[src/rtl/fp32_mult_sequencer.sv]
// Operand-RAM to FP32-multiplier sequencer: reads operand pairs, issues them to a
// pipelined multiplier and writes the in-order results to a product RAM.
module fp32_mult_sequencer #(
  parameter int unsigned ADDR_W  = 4,
  parameter int unsigned TIMEOUT = 64
) (
  input  logic              clk,
  input  logic              rst,
  input  logic              go,
  input  logic [ADDR_W-1:0] num_pairs,
  output logic              op_rd_en,
  output logic [ADDR_W:0]   op_rd_addr,
  input  logic [31:0]       op_rd_data,
  output logic              mul_start,
  output logic [31:0]       mul_a,
  output logic [31:0]       mul_b,
  input  logic              mul_done,
  input  logic [31:0]       mul_result,
  input  logic              mul_overflow,
  input  logic              mul_underflow,
  output logic              prod_wr_en,
  output logic [ADDR_W-1:0] prod_wr_addr,
  output logic [31:0]       prod_wr_data,
  output logic              busy,
  output logic              finished,
  output logic [ADDR_W:0]   ovf_count,
  output logic [ADDR_W:0]   unf_count,
  output logic              timeout_err,
  output logic              spurious_err
);

  localparam int unsigned CntW = ADDR_W + 1;
  localparam int unsigned WdW  = $clog2(TIMEOUT + 1);

  typedef enum logic [2:0] {StIdle, StRdA, StRdB, StIssue, StDrain, StFin} state_e;

  state_e              state_q;
  logic [ADDR_W-1:0]   np_q, iss_q, res_q, res_d;
  logic [WdW-1:0]      wd_q;
  logic [31:0]         a_q, b_q, wr_data_q;
  logic                start_q, wr_en_q, tmo_q, spur_q;
  logic [ADDR_W-1:0]   wr_addr_q;
  logic [CntW-1:0]     ovf_q, unf_q;
  logic                active, outstanding, done_ok, wd_hit;

  // Result acceptance, result-counter next state and watchdog expiry.
  always_comb begin
    active      = (state_q == StRdA) || (state_q == StRdB) ||
                  (state_q == StIssue) || (state_q == StDrain);
    outstanding = (res_q != iss_q);
    done_ok     = mul_done && (state_q != StIdle) && outstanding;
    res_d       = done_ok ? res_q + ADDR_W'(1) : res_q;
    wd_hit      = active && !mul_done && !start_q && outstanding &&
                  (wd_q == WdW'(TIMEOUT - 1));
  end

  // Sequencer FSM, capture path, flag counters, watchdog and error flags.
  always_ff @(posedge clk or posedge rst) begin
    if (rst) begin
      state_q   <= StIdle;
      np_q      <= '0;
      iss_q     <= '0;
      res_q     <= '0;
      wd_q      <= '0;
      a_q       <= '0;
      b_q       <= '0;
      start_q   <= 1'b0;
      wr_en_q   <= 1'b0;
      wr_addr_q <= '0;
      wr_data_q <= '0;
      ovf_q     <= '0;
      unf_q     <= '0;
      tmo_q     <= 1'b0;
      spur_q    <= 1'b0;
    end else begin
      start_q <= 1'b0;
      wr_en_q <= 1'b0;

      if (done_ok) begin
        wr_en_q   <= 1'b1;
        wr_addr_q <= res_q;
        wr_data_q <= mul_result;
        if (mul_overflow)  ovf_q <= ovf_q + CntW'(1);
        if (mul_underflow) unf_q <= unf_q + CntW'(1);
      end
      if (mul_done && !done_ok) spur_q <= 1'b1;
      res_q <= res_d;

      // wd_q holds cycles elapsed since the last issue/result; the event cycle counts as one.
      if (!active || !outstanding)  wd_q <= '0;
      else if (mul_done || start_q) wd_q <= WdW'(1);
      else                          wd_q <= wd_q + WdW'(1);

      unique case (state_q)
        StIdle: begin
          if (go) begin
            np_q    <= num_pairs;
            iss_q   <= '0;
            res_q   <= '0;
            wd_q    <= '0;
            ovf_q   <= '0;
            unf_q   <= '0;
            tmo_q   <= 1'b0;
            state_q <= (num_pairs == '0) ? StFin : StRdA;
          end
        end
        StRdA: state_q <= StRdB;
        StRdB: begin
          a_q     <= op_rd_data;
          state_q <= StIssue;
        end
        StIssue: begin
          // Pulse appears next cycle, alongside the freshly registered b.
          b_q     <= op_rd_data;
          start_q <= 1'b1;
          iss_q   <= iss_q + ADDR_W'(1);
          state_q <= ((iss_q + ADDR_W'(1)) < np_q) ? StRdA : StDrain;
        end
        StDrain: if (res_d == np_q) state_q <= StFin;
        StFin:   state_q <= StIdle;
        default: state_q <= StIdle;
      endcase

      // Abort: abandon outstanding results so late completions read as spurious.
      if (wd_hit) begin
        tmo_q   <= 1'b1;
        state_q <= StFin;
        start_q <= 1'b0;
        iss_q   <= iss_q;
        res_q   <= iss_q;
      end
    end
  end

  assign op_rd_en     = (state_q == StRdA) || (state_q == StRdB);
  assign op_rd_addr   = op_rd_en ? {iss_q, (state_q == StRdB)} : '0;
  assign mul_start    = start_q;
  assign mul_a        = a_q;
  assign mul_b        = b_q;
  assign prod_wr_en   = wr_en_q;
  assign prod_wr_addr = wr_addr_q;
  assign prod_wr_data = wr_data_q;
  assign busy         = (state_q != StIdle);
  assign finished     = (state_q == StFin);
  assign ovf_count    = ovf_q;
  assign unf_count    = unf_q;
  assign timeout_err  = tmo_q;
  assign spurious_err = spur_q;

endmodule

[config.mk]
export PLATFORM = sky130hd
export DESIGN_NAME = fp32_mult_sequencer
export DESIGN_NICKNAME = d
export VERILOG_FILES = /design/src/rtl/fp32_mult_sequencer.sv
export SDC_FILE = /design/constraint.sdc
export NUM_CORES = 1
export LEC_CHECK = 0
export ABC_AREA = 0
export CAP_MARGIN = 25
export CORE_ASPECT_RATIO = 1.5
export CORE_MARGIN = 3
export CORE_UTILIZATION = 45
export CTS_CLUSTER_DIAMETER = 100
export DETAILED_ROUTE_END_ITERATION = 16
export GPL_TIMING_DRIVEN = 0
export PLACE_DENSITY = 0.82
export REMOVE_ABC_BUFFERS = 1
export SYNTH_ARGS = -nofsm -noshare
export SYNTH_HDL_FRONTEND = slang
export SYNTH_SLANG_ARGS = --single-unit
export TNS_END_PERCENT = 5
[constraint.sdc]
create_clock -name clk -period 5.7 [get_ports clk]
set_input_delay 1.14 -clock clk [delete_from_list [all_inputs] [get_ports clk]]
set_output_delay 1.14 -clock clk [all_outputs]
set_load 0.05 [all_outputs]
Word-level counts from Yosys, hierarchy flattened
Index checks and enable logic that the tools add are counted.

Muxes and demuxes: 31. Equal/unequal tests: 11. Bitwise logic cells: 1. Reduce and logical (&&, ||, !) cells: 27. $add $sub $neg: 5. $lt $le $gt $ge: 1.

Operators by type and width (count): two-way mux 5 bit (9); two-way mux 7 bit (4); two-way mux 4 bit (5); two-way mux 3 bit (5); case mux 3 bit (5 select lines) (1); adder 5 x 1 -> 5 bit, second input constant (2); adder 4 x 1 -> 4 bit, second input constant (2); case mux 4 bit (2 select lines) (1); adder 7 x 1 -> 7 bit, second input constant (1); equality test 7 x 6 -> 1 bit, second input constant (1); logical AND 1 bit (7); equality test 3 x 2 -> 1 bit, second input constant (2); equality test 3 bit, second input constant (2); two-way mux 1 bit (6); AND reduction 2 bit (3); nonzero test 2 bit (3); logical NOT 1 bit (5); logical OR 1 bit (5); equality test 4 bit (1); logical NOT 4 bit (1); < comparator 4 bit (1); != test 4 bit (1); equality test 3 x 1 -> 1 bit, second input constant (1); logical NOT 3 bit (1); 6 further kinds (6).

Output and inout bits: 122. Input port bits: 74. Logic and storage cells: 91. Bits in registers: 136.

Logic depth before layout (Yosys ltp)
Gate-level depths: netlist (run 1).

Depth in word-level cells: 10. Depth in mapped cells: 9. Gate-level depth less buffers: 8.

Least setup slack after synthesis (run 1)
Ideal clock, no wire load.

Path type: register -> output. Start: register state_q[1]. End: output op_rd_addr[1]. Path buffers: 1. Setup slack: 2.631 ns. Data required time: 4.560 ns. Stages on the path, launching flop included: 5. Data arrival time: 1.929 ns. Cells stage by stage: dfrtp_1 -> buf_2 -> xnor2_1 -> nor2_1 -> and2_1.

Longest elaborated chain between the ends: 3. Elaborated cells between the ends (all ways): 4. Those cells by class: eq/ne: 2; mux: 1; reduce/logical: 1.

RTL lines: from (decl) (RTL line 37) `state_e state_q;`; from (signal assigned) (RTL line 60) `state_q <= StIdle;`; from (signal assigned) (RTL line 104) `state_q <= (num_pairs == '0) ? StFin : StRdA;`; from (signal assigned) (RTL line 107) `StRdA: state_q <= StRdB;`; equality test 3 x 1 -> 1 bit or equality test 3 x 2 -> 1 bit (tied branches) (RTL line 135) `assign op_rd_en = (state_q == StRdA) || (state_q == StRdB);`; logical OR 1 bit (*) (RTL line 135); net op_rd_en (RTL line 11) `output logic op_rd_en,`; two-way mux 5 bit (*) (RTL line 136) `assign op_rd_addr = op_rd_en ? {iss_q, (state_q == StRdB)} : '0;`; to (decl) (RTL line 12) `output logic [ADDR_W:0] op_rd_addr,`.

The timed path passes the listed nets; every way through them passes the cells marked *.

Worst setup path after layout (run 1)
Start: register state_q[1]. End: output op_rd_addr[0].

Longest elaborated chain between the ends: 3. Elaborated cells between the ends (all ways): 4. Those cells by class: eq/ne: 2; mux: 1; reduce/logical: 1.

RTL lines (RTL line): equality test 3 x 1 -> 1 bit or equality test 3 x 2 -> 1 bit (tied branches) (135, 136); logical OR 1 bit (135); two-way mux 5 bit (*) (136).

Mark *: on every way between the ends. The rest lies on a longest branch, timed or not.

==> impl_metrics.ini, run 1 <==
[timing]
fin_crit_sh_pct = 69.7
period_needed_ns = 3.97
rsz0062_at_grt = no
fin_ws_ns = 1.73
finClkSkew_ns = 0.0106
max_freq_mhz = 252
slew_headroom_pct = 33.2
worst_slew_pin_slew_ns = 1.00
setup_violations = 0
timing.final.hold_violations = 0
final_max_slew_viol_count = 0

[min_path]
hold_start = mul_b[22]$_DFFE_PP0P_
hold-path-cell-count = 2
holdCritPathClass = reg -> reg
hold_end = mul_b[22]$_DFFE_PP0P_

[clock_network]
clkLatencyLatePin_ns = 0.41
cts-root-buf = clkbuf_16
cts.path.max_buffers = 2
clkTransAtPathRegs_ns = 0.06
cts_tree = yes
htree_levels = 4
cts_hold_buf = 0
cts_setup_buffers = 0
cts.sinks = 136
numCtsBuffers = 17
cts_resized = 0

[final_layout]
final_layout_size_suffix_gt1_share_pct = 16.3
layout.nets = 762
register_area_um2 = 3400
multiInputGateArea_um2 = 2140
antennaDiodeCount = 0
area_delta_synth_final_pct = 48.4
instances_no_fill = 846
final.fill_count = 870

[routing]
drt_iter0_drc = 165
wire_per_inst_um = 17.4
via_count = 4321
dr.pass1.iters = 4
wirelength_um = 14700
drc = 0
viasPerCell = 5.11
ant_nets = 0

[die]
die_w_um = 97.7
start_util_pct = 46.7
dieArea_um2 = 14000
ios = 196
die_y_um = 144
coreArea_um2 = 12100
rows = 49

[place]
dpl.hpwl_um = 10700
io_buffers = 195
gp_congestion = 0.870
post-place-ws_ns = 2.15
place_inst = 814

[synthesis]
syn_area_per_cell_um2 = 11.7
netlist_area_um2 = 5670
synth.area.top_cells = dfrtp_1 60%, mux2_2 14%, nand2_1 8.0%, xnor2_1 2.3%, ha_1 1.8%
yosysSeqAreaShare_pct = 60.0
synth_seq_cells = 136
syn_inst = 483
synth_top_cell_by_area = dfrtp_1
synth_top_area_share_pct = 60.0
synth.distinct_cells = 42
yosysWarnings = 0

[global_routing]
antenna_found_initial = 0
grt_pass1_vias = 4652
grt_max_degree = 71
grt_use_total_pct = 21.9
grt_overflow_total = 0
grt_pass1_wl_um = 24100

[setup_path]
r2r-start = state_q[2]$_DFFE_PP0P_
ff2ff_path_depth = 6
cp_data_arrival_time_ns = 2.83
worstSetupStartpointType = flip-flop
path_class = reg -> out
cp_max_fo = 16
rrSetupSlack_ns = 3.14
timing.rr.end = iss_q[0]$_DFFE_PP0P_
worst_ep_required_time_ns = 4.56
cp-end-kind = output port

[run]
drv_cap = 0

[run_status]
status = completed
==> metrics by stage <==
| step | setup TNS (ns) | hold WS, ns | cell area [um^2] | util [%] |
|---|---|---|---|---|
| global route | 0 | 0.491 | 8420 | 69.3 |
| floorplan | 0 | 0.444 | 5560 | - |
| finish | 0 | 0.473 | 8420 | 69.3 |
| global placement | -114.09 | 0.458 | 7700 | 63.4 |
| CTS | 0 | 0.476 | 8420 | 69.3 |
| detailed placement | 0 | 0.462 | 7850 | 64.6 |
==> state kept, by name, summed over array words and instances (netlist names) <==
signal        count
ovf_count         5
res_q             4
mul_b            32
mul_a            32
spurious_err      1
unf_count         5
prod_wr_data     32
iss_q             4
mul_start         1
prod_wr_en        1
np_q              4
state_q           3
wd_q              7
prod_wr_addr      4
timeout_err       1
==> worst max-delay path: stages, from the launching register on <==
cell and delay (ns):
dfrtp_1 0.55, nor3b_4 0.89, clkdlybuf4s50_1 0.97
==> synth_stat cells <==
library cell,n
a2111oi_2,1
a211oi_1,1
a21boi_0,1
a21oi_1,4
a22o_1,2
a41oi_2,1
and2_1,5
and3b_1,1
and4_1,1
and4_4,1
buf_2,14
buf_4,1
buf_6,1
clkbuf_1,7
dfrtp_1,136
ha_1,8
inv_1,9
mux2_2,69
mux2i_1,6
nand2_1,121
nand3_1,14
nand3b_1,1
nand4_1,1
nand4b_1,1
nor2_1,22
nor2b_1,1
nor3_1,4
nor3b_1,1
nor3b_2,1
nor4_1,2
o21a_1,1
o21ai_0,7
o21bai_1,1
o221ai_1,1
o22ai_1,1
o31a_2,1
o31ai_1,5
o32ai_1,1
or2_1,1
or3_1,2
xnor2_1,15
xor2_1,9
==> routing by layer <==
| layer | global-route usage [%] | wire (um) |
|---|---|---|
| met5 | 0 | 0 |
| met4 | 13.1 | 715 |
| met3 | 6.02 | 646 |
| met2 | 38.3 | 8040 |
| met1 | 23.6 | 5320 |
==> layout by cell type, fill, tap and decap left out, types with 2 or more instances in the layout <==
master,synthesis,layout
and2_1,5,5
inv_1,9,8
buf_16,0,3
inv_6,0,4
nand3_1,14,14
nor3_1,4,4
or3_1,2,2
xnor2_1,15,15
clkdlybuf4s50_1,0,195
clkbuf_8,0,2
mux2_2,69,69
clkinv_2,0,2
a21oi_1,4,4
o31ai_1,5,5
dfrtp_1,136,136
clkinvlp_4,0,7
nor4_1,2,2
xor2_1,9,9
nand2_1,121,121
ha_1,8,8
mux2i_1,6,6
a22o_1,2,2
clkbuf_16,0,17
nor2_1,22,22
o21ai_0,7,7
==> how the worst max path moves through the flow <==
stage | cells after the start | endpoint | slack [ns] | startpoint
floorplan | 1 | iss_q[0]$_DFFE_PP0P_ | 0.92 | rst
global placement | 2 | iss_q[3]$_DFFE_PP0P_ | -0.85 | rst
detailed placement | 2 | op_rd_addr[0] | 2.15 | state_q[1]$_DFFE_PP0P_
CTS | 2 | op_rd_addr[0] | 1.71 | state_q[1]$_DFFE_PP0P_
global route | 2 | op_rd_addr[0] | 1.56 | state_q[1]$_DFFE_PP0P_
finish | 2 | op_rd_addr[0] | 1.73 | state_q[1]$_DFFE_PP0P_
==> kinds of logic (layout without fill, tap and decap cells) <==
logic type               count (synthesis)  after routing  share of synthesized area [%]
AO/OA/AOI/OAI                           28             28                           3.62
XOR/XNOR                                24             24                           3.71
adder cells (fa/ha/maj)                  8              8                           1.76
buffers and inverters                   32            242                           2.63
flip-flops                             136            136                           60.0
multiplexers                            75             75                           14.8
AND/OR/NAND/NOR                        180            180                           13.5
==> layout make-up <==
cell class              count  share of cell area [%]
clock buffers              19                    5.38
repair buffers            201                    24.6
multi-input cells         315                    25.4
inverters                   9                   0.461
clock inverters            13                    1.41
flip-flops and latches    136                    40.4
well taps                 153                    2.27
Power of run 1 is left out: the tool's default activity adds up to more than one toggle a clock period on the data nets, which glitch-free logic cannot reach.
==> run 2: changes to the inputs <==
--- a/config.mk
+++ b/config.mk
@@ -9,11 +9,11 @@
 export CAP_MARGIN = 25
 export CORE_ASPECT_RATIO = 1.5
 export CORE_MARGIN = 3
-export CORE_UTILIZATION = 45
+export CORE_UTILIZATION = 41
 export CTS_CLUSTER_DIAMETER = 100
 export DETAILED_ROUTE_END_ITERATION = 16
 export GPL_TIMING_DRIVEN = 0
-export PLACE_DENSITY = 0.82
+export PLACE_DENSITY = 0.78
 export REMOVE_ABC_BUFFERS = 1
 export SYNTH_ARGS = -nofsm -noshare
 export SYNTH_HDL_FRONTEND = slang
==> constraint.sdc (replaced) <==
create_clock -name clk -period 3.6 [get_ports clk]
set_input_delay 0.72 -clock clk [delete_from_list [all_inputs] [get_ports clk]]
set_output_delay 0.72 -clock clk [all_outputs]
set_load 0.05 [all_outputs]
==> run 2 against run 1 <==
Against the previous run:
- register-to-register slack worse by 2.2 ns
- utilization fell by 5.4 points
- critical path depth is 2 higher
==> impl_metrics.ini, run 2 (same netlist as run 1, synthesis figures left out) <==
[run_status]
status = completed

[final_layout]
final_layout_size_suffix_gt1_share_pct = 17.3
antennaDiodeCount = 0
final.fill_count = 1028
layout_common_cells = 195 x clkdlybuf4s50_1, 136 x dfrtp_1, 121 x nand2_1, 69 x mux2_2, 22 x nor2_1
area_delta_synth_final_pct = 52.6
layout_commonest_cell = clkdlybuf4s50_1
instances_no_fill = 866
layout.nets = 774

[timing]
timing.final.hold_violations = 0
setup_violations = 0
final_max_slew_viol_count = 0
period_needed_ns = 3.05
worst_slew_pin_slew_ns = 0.810
tns_ns = 0
max_freq_mhz = 328
finClkSkew_ns = 0.00929
rsz0062_at_grt = no
slew_headroom_pct = 45.8
hold_slack_ns = 0.476
fin_crit_sh_pct = 84.7

[die]
rows = 52
coreArea_um2 = 13500
die_y_um = 150
ios = 196
start_util_pct = 41.9
die_w_um = 102
dieArea_um2 = 15300

[routing]
ant_nets = 0
via_count = 4403
drc = 0
drt_iter0_drc = 110
viasPerCell = 5.08
wirelength_um = 15000
wire_per_inst_um = 17.4
dr.pass1.iters = 6

[clock_network]
htree_levels = 4
clkLatencyLatePin_ns = 0.41
cts_tree = yes
cts.path.max_buffers = 2
cts-root-buf = clkbuf_16
cts.sinks = 136
clkTransAtPathRegs_ns = 0.06
cts_hold_buf = 0
cts_resized = 0
cts_setup_buffers = 0
numCtsBuffers = 17

[setup_path]
worstSetupStartpointType = flip-flop
cp_max_fo = 10
cp_data_arrival_time_ns = 2.33
path_class = reg -> out
cp-end-kind = output port
worst_ep_required_time_ns = 2.88

[global_routing]
grt_use_total_pct = 20.1
grt_pass1_wl_um = 23900
antenna_found_initial = 0
grt_max_degree = 75
grt_overflow_total = 0
grt_pass1_vias = 4699

[run]
drv_cap = 0

[min_path]
holdCritPathClass = reg -> reg

[place]
dpl.hpwl_um = 10900
io_buffers = 195
gp_congestion = 0.788
place_inst = 824
run 2: cell count changes in the layout (fill, tap and decap cells not counted):
cell / previous run / this run
bufinv_16: 1 / 6
clkbuf_1: 0 / 2
clkinv_2: 2 / 0
inv_6: 4 / 1
clkinv_4: 0 / 3
buf_4: 0 / 10
clkinvlp_4: 7 / 2
buf_16: 3 / 5
clkbuf_8: 2 / 1
run 2: path summary, 6_finish.rpt:
kind / depth (start not counted) / to / slack [ns] / from
setup / recovery: 4 / op_rd_addr[1] / 0.55 / state_q[0]$_DFFE_PP0P_
hold / removal: 2 / mul_b[27]$_DFFE_PP0P_ / 0.48 / mul_b[27]$_DFFE_PP0P_
setup reg to reg: 6 / iss_q[0]$_DFFE_PP0P_ / 0.90 / state_q[1]$_DFFE_PP0P_
hold reg to reg: 2 / mul_b[27]$_DFFE_PP0P_ / 0.48 / mul_b[27]$_DFFE_PP0P_
max in group asynchronous: 3 / mul_b[5]$_DFFE_PP0P_ / 2.08 / rst
min in group asynchronous: 2 / prod_wr_data[30]$_DFFE_PP0N_ / 0.76 / rst
run 2: worst max-delay path: stages (launching register included):
cell and delay, ns:
dfrtp_1 0.50, xnor2_1 0.21, nor2_1 0.23, and2_1 0.18
clkdlybuf4s50_1 0.80
run 2: layout make-up:
class	count	area, um^2	share of cell area (%)
Clock inverter	11	221	2.56
Multi-Input combinational cell	315	2140	24.7
Tap cell	162	203	2.34
Timing Repair Buffer	213	2200	25.5
Clock buffer	20	447	5.16
Inverter	9	38.8	0.448
Sequential cell	136	3400	39.3
run 2: per-layer routing:
metal / part of all wire, % / global-route usage [%] / up-vias
li1: - / - / 2039
met1: 36 / 22.0 / 2164
met2: 54 / 35.0 / 147
met3: 4.7 / 5.41 / 53
met4: 4.8 / 10.7 / 0
met5: 0 / 0 / -
run 2: through the flow:
step | cell area [um^2] | util (%) | setup slack (ns)
2_1_floorplan | 5560 | - | -0.759
3_3_place_gp | 7710 | 57.0 | -2.43
3_5_place_dp | 7890 | 58.3 | 0.476
4_1_cts | 8560 | 63.2 | 0.00752
5_1_grt | 8650 | 64.0 | 0.394
6_report | 8650 | 64.0 | 0.552
Power of run 2 is left out for the same reason.
